<file path="config.mk">
export PLATFORM = sky130hd
export DESIGN_NAME = dg0045_rom_fetch_ctrl
export DESIGN_NICKNAME = d
export VERILOG_FILES = /design/src/rtl/dg0045_rom_fetch_ctrl.sv
export SDC_FILE = /design/constraint.sdc
export NUM_CORES = 1
export LEC_CHECK = 0
export CAP_MARGIN = 20
export CORE_ASPECT_RATIO = 0.6
export CORE_MARGIN = 4
export CORE_UTILIZATION = 45
export CTS_BUF_LIST = sky130_fd_sc_hd__clkbuf_4
export CTS_CLUSTER_DIAMETER = 80
export DETAILED_ROUTE_END_ITERATION = 12
export PLACE_DENSITY = 0.85
export SLEW_MARGIN = 25
export SYNTH_ARGS = -nofsm -noshare
export SYNTH_HDL_FRONTEND = slang
export SYNTH_SLANG_ARGS = --single-unit
</file>
<file path="constraint.sdc">
create_clock -name CLK_main -period 1.65 [get_ports CLK_main]
set_input_delay 0.33 -clock CLK_main [delete_from_list [all_inputs] [get_ports CLK_main]]
set_output_delay 0.33 -clock CLK_main [all_outputs]
set_load 0.02 [all_outputs]
</file>
<file path="src/rtl/dg0045_rom_fetch_ctrl.sv">
// Instruction fetch sequencer for the DG0045 core: drives PC_MUX, assembles the
// 10-bit PC from PC_HL, runs one req/ack read per 8-clock cycle, NOP on timeout.
module dg0045_rom_fetch_ctrl #(
  parameter int unsigned TIMEOUT  = 3,
  parameter logic [7:0]  NOP_BYTE = 8'h00,
  parameter int unsigned ERR_W    = 8
) (
  input  logic             CLK_main,
  input  logic             RESET,
  output logic             pc_mux,
  input  logic [4:0]       pc_hl,
  output logic             mem_req,
  output logic [9:0]       mem_addr,
  input  logic             mem_ack,
  input  logic [7:0]       mem_data,
  output logic [7:0]       rom_data,
  output logic             fetch_err,
  output logic [ERR_W-1:0] err_cnt,
  output logic             busy
);

  typedef enum logic [1:0] {
    IDLE,
    REQ,
    TOUT,
    DONE
  } state_e;

  localparam logic [1:0] TimerLast = 2'(TIMEOUT - 1);

  state_e           state_q, state_d;
  logic [1:0]       timer_q, timer_d;
  logic [2:0]       ph_q;
  logic             pc_mux_q, pc_mux_d;
  logic [4:0]       addr_lo_q;
  logic [9:0]       mem_addr_q;
  logic [7:0]       rom_data_q;
  logic [ERR_W-1:0] err_cnt_q;

  logic ph_last;
  logic ack_take;
  logic tout_hit;

  assign ph_last  = (ph_q == 3'd7);
  assign ack_take = (state_q == REQ) && mem_ack;
  assign tout_hit = (state_q == REQ) && !mem_ack && (timer_q == TimerLast);
  assign pc_mux_d = (ph_q == 3'd5) || (ph_q == 3'd6);

  always_ff @(posedge CLK_main or negedge RESET) begin
    if (!RESET) begin
      state_q <= IDLE;
      timer_q <= '0;
    end else begin
      state_q <= state_d;
      timer_q <= timer_d;
    end
  end

  // DONE may still be waiting for ph 3 when the next ph 7 edge arrives after a
  // late-phase completion, so it launches the next request directly as well.
  always_comb begin
    state_d = state_q;
    timer_d = timer_q;
    unique case (state_q)
      IDLE: begin
        if (ph_last) begin
          state_d = REQ;
          timer_d = '0;
        end
      end
      REQ: begin
        if (mem_ack) begin
          state_d = DONE;
        end else if (timer_q == TimerLast) begin
          state_d = TOUT;
        end else begin
          timer_d = timer_q + 2'd1;
        end
      end
      TOUT: state_d = DONE;
      DONE: begin
        if (ph_last) begin
          state_d = REQ;
          timer_d = '0;
        end else if (ph_q == 3'd3) begin
          state_d = IDLE;
        end
      end
      default: state_d = IDLE;
    endcase
  end

  always_comb begin
    mem_req   = (state_q == REQ);
    busy      = (state_q == REQ);
    fetch_err = (state_q == TOUT);
  end

  always_ff @(posedge CLK_main or negedge RESET) begin
    if (!RESET) begin
      ph_q       <= '0;
      pc_mux_q   <= 1'b0;
      addr_lo_q  <= '0;
      mem_addr_q <= '0;
      rom_data_q <= NOP_BYTE;
      err_cnt_q  <= '0;
    end else begin
      ph_q     <= ph_q + 3'd1;
      pc_mux_q <= pc_mux_d;
      if (ph_q == 3'd5) begin
        addr_lo_q <= pc_hl;
      end
      if (ph_last) begin
        mem_addr_q <= {pc_hl, addr_lo_q};
      end
      // NOP and the error count land as TOUT is entered, so both are visible
      // alongside the fetch_err pulse.
      if (ack_take) begin
        rom_data_q <= mem_data;
      end else if (tout_hit) begin
        rom_data_q <= NOP_BYTE;
        if (err_cnt_q != '1) begin
          err_cnt_q <= err_cnt_q + 1'b1;
        end
      end
    end
  end

  assign pc_mux   = pc_mux_q;
  assign mem_addr = mem_addr_q;
  assign rom_data = rom_data_q;
  assign err_cnt  = err_cnt_q;

endmodule

</file>
==> results by stage <==
Layout:
- From synthesis to final layout, the design area changed by 39.0%.
- The final non-filler cell area is 2430 sq um.
- The final standard cell utilization of the core is 65.7%.
- The ratio of cells with drive above 1 in the final layout is 27.6%.
- After the last flow step, the layout net total stands at 227.
- After the flow finishes, the layout carries non-filler instances totaling 246.
- The final antenna diode count is 0.

Worst setup path:
- In this run the worst path has a maximum fanout of 3.
- The highest-delay cell along the critical path is dfrtp_1.
- The register-to-register setup slack is 0.06 ns.
- The signal on the critical path passes through buf_4 > ha_1 > buf_2.
- The longest individual stage delay on the worst path is 0.44 ns.
- The element type at the critical path end is a primary output.
- The data arrival time of the critical path is 1.26 ns.
- The origin of the worst setup path is state_q[1].
- The kind of critical path is reg -> out.
- For the worst setup path, the data required time is 1.32 ns.
- The nature of the critical path startpoint is a flop.
- The startpoint identified for the worst register-to-register timing path is state_q[1].

Global routing:
- The wire length of the first global-routing pass is 6.04 mm.
- The initial antenna violation count is 0.
- Global routing used 15.6% of the available tracks.
- The largest net degree at the start of global routing is 40.
- The via count of the first global-routing pass is 1308.
- The total congestion overflow after global routing is 0.

Placed design:
- Once detailed placement completed, the half-perimeter wirelength came to 2.73 mm.
- Port buffering added 45 buffers.
- After detailed placement, the total cell area comes to 2320 sq um.
- The total placed cells including tap cells is 235.
- At the end of routability-driven placement, the weighted congestion stood at 0.765.

Yosys:
- The post-synthesis instance area is 1750 sq um.
- The share of the yosys chip area belonging to registers is 55.8%.
- The post-synthesis cell count is 136.
- In the post-synthesis netlist, the biggest area contributors are dfrtp_1 (56%), mux2_2 (10%), ha_1 (9.3%).
- In the synthesized netlist the dominant register cell turns out to be dfrtp_1.
- Counting instances in the post-synthesis netlist gives the leading cell types as dfrtp_1 (39), mux2_2 (16), ha_1 (13), inv_1 (10), a22o_1 (9).
- The Yosys step of the flow raised 0 warnings.
- Yosys mapped a number of flops with a built-in enable equal to 0.
- Of the post-synthesis cell area, the dominant cell type holds 55.8%.
- The flop and latch count out of synthesis is 39.
- Yosys instantiated no cell more often than dfrtp_1.
- The async set-reset flop share out of synthesis is 100%.
- The average instance in the mapped netlist occupies 12.9 sq um.
- In this run, distinct cell masters in the synthesized netlist total 29.
- When the netlist entered floorplanning its net count stood at 165.
- Summed over all instances, the cell type with the most area after synthesis is dfrtp_1.

STA:
- Final hold analysis gives a worst-case slack of 0.0201 ns.
- The clock skew after layout is 0.0100 ns.
- The final worst-path cycle share is 96.6%.
- The smallest clock period supported by the final layout is computed as 1.59 ns.
- The maximum achievable frequency is 628 MHz.
- The actual transition at the worst max-transition pin is 0.564 ns.
- The number of max-slew violations in the final report is 0.
- The remaining max-slew budget at the tightest pin is 62.2%.
- The count of final setup violators is 0.
- The hold violation count in the final report is 0.

Clock tree:
- In this run the number of H-tree levels came out at 2.
- The longest clock path from root to sink contains 2 buffers.
- The clock input transition at the sequential cells of the worst setup and hold paths is 0.12 ns.
- The buffer type at the clock tree root is clkbuf_4.
- The TritonCTS buffer count is 5.
- The clock reaches the later pin of the worst-skew pair after 0.34 ns.
- The hold buffer count at cts is 0.
- TritonCTS built the clock tree.
- The tree built by TritonCTS fans out to 39 sinks.

Route:
- Across all layers, the routed design uses 1240 vias.
- Using the TritonRoute via totals, the vias-per-cell ratio works out to 5.04.
- For this run, the detailed router's first-pass iteration total came to 4.
- In this run the remaining antenna-violating nets after routing total 0.
- The final routed DRC violation total is 0.
- The total length of routed wires is 3.73 mm.
- The wire length per cell after detailed routing is 15.2 microns.
- The violation count after the first detailed-route iteration is 30.

Worst hold path:
- The tightest min-delay check is of the in -> async type.

Pwr:
- The power after layout is 0.00323 W.
- In this run the power density over the cells is 1330 nW/um^2.
- For this design the static power due to leakage is 1.21 nW.
- The worst-case IR drop observed on VDD is 0.000812 V.

Run status:
- The flow ran to the end, and the final reports show no timing, DRC or antenna violations.

Floorplanning:
- The die is 88.5 microns wide.
- The area of the core is 3700 sq um.
- The die covers 4980 sq um.
- Once the floorplan was initialized, standard cells occupied 47.2% of the core.
- The top-level I/O count is 46.
- The initialized floorplan defines 17 standard-cell rows.
- Measured along the y axis, the die boundary spans 56.3 microns.

Flow run:
- The total of max-cap violations is 0.
## what timing repair did
item / CTS / global route
endpoints found under the setup margin: 32 / 10
pin swaps: 0 / 2
resized for setup: 40 / 9
buffers inserted: 1 / 2
## cell usage in the layout (no fill, tap or decap), types with 6 or more instances in the layout
| cell | Yosys | layout |
|---|---|---|
| dfrtp_1 | 39 | 38 |
| dlygate4sd2_1 | 0 | 26 |
| mux2_2 | 16 | 16 |
| clkdlybuf4s50_1 | 0 | 14 |
| buf_4 | 1 | 13 |
| ha_1 | 13 | 12 |
| inv_1 | 10 | 9 |
| a22o_1 | 9 | 9 |
| nand2_1 | 7 | 7 |
| nor2_1 | 8 | 6 |
| o21ai_0 | 6 | 6 |
## metal layers
| metal | part of all wire, % | routed length (microns) | up-vias | GRT usage, % |
|---|---|---|---|---|
| met5 | 0 | 0 | - | 0 |
| met4 | 0.38 | 14 | 0 | 3.66 |
| met3 | 6.6 | 248 | 2 | 5.57 |
| met2 | 49 | 1810 | 30 | 24.4 |
| met1 | 44 | 1660 | 602 | 20.7 |
| li1 | - | - | 606 | - |
## critical path, delay by kind of cell (launching register included)
kind	cells	cell delay (ns)
buffers and inverters	2	0.31
adder cells (fa/ha/maj)	1	0.18
flip-flops	1	0.44
## power breakdown
part | leakage, nW | total (W) | internal (W) | switching (W)
sequential | 0.484 | 0.00130 | 0.00114 | 0.000155
clock | 0.0452 | 0.000635 | 0.000319 | 0.000316
combinational | 0.679 | 0.00130 | 0.000612 | 0.000690
## final cells by class
type                            instances  area [sq um]
Sequential cell                        39           977
Fill cell                             301          1270
Clock buffer                            5          37.5
Clock inverter                          3          43.8
Inverter                               10          37.5
Multi-Input combinational cell         84           777
Timing Repair Buffer                   58           498
Tap cell                               47          58.8
## metrics by stage
stage | TNS, ns | setup WS (ns)
2_1_floorplan | 0 | 0.0284
5_1_grt | -0.0150 | -0.00957
3_3_place_gp | -0.178 | -0.0615
3_5_place_dp | -0.948 | -0.153
6_report | 0 | 0.0568
4_1_cts | 0 | 0.00948
## kinds of logic after synthesis
family	share of synthesized area, %
flops	55.8
compound gates	10.3
simple gates	7.16
mux	12.8
buf+inv	3.08
fa+ha+maj	9.31
xor+xnor	1.50
## worst paths after layout
check                              to  depth (start not counted)
max                         fetch_err                          3
min                        err_cnt[0]                          2
max reg2reg                err_cnt[5]                          6
min reg2reg                   ph_q[0]                          1
max in group asynchronous  state_q[0]                          2
min in group CLK_main         ph_q[0]                          1
## registers in the layout (all words and copies together) (netlist names)
register	cells
pc_mux	1
mem_addr	10
ph_q	3
timer_q	2
addr_lo_q	5
state_q	2
rom_data	8
err_cnt	8
(Power assumes the default switching activity.)
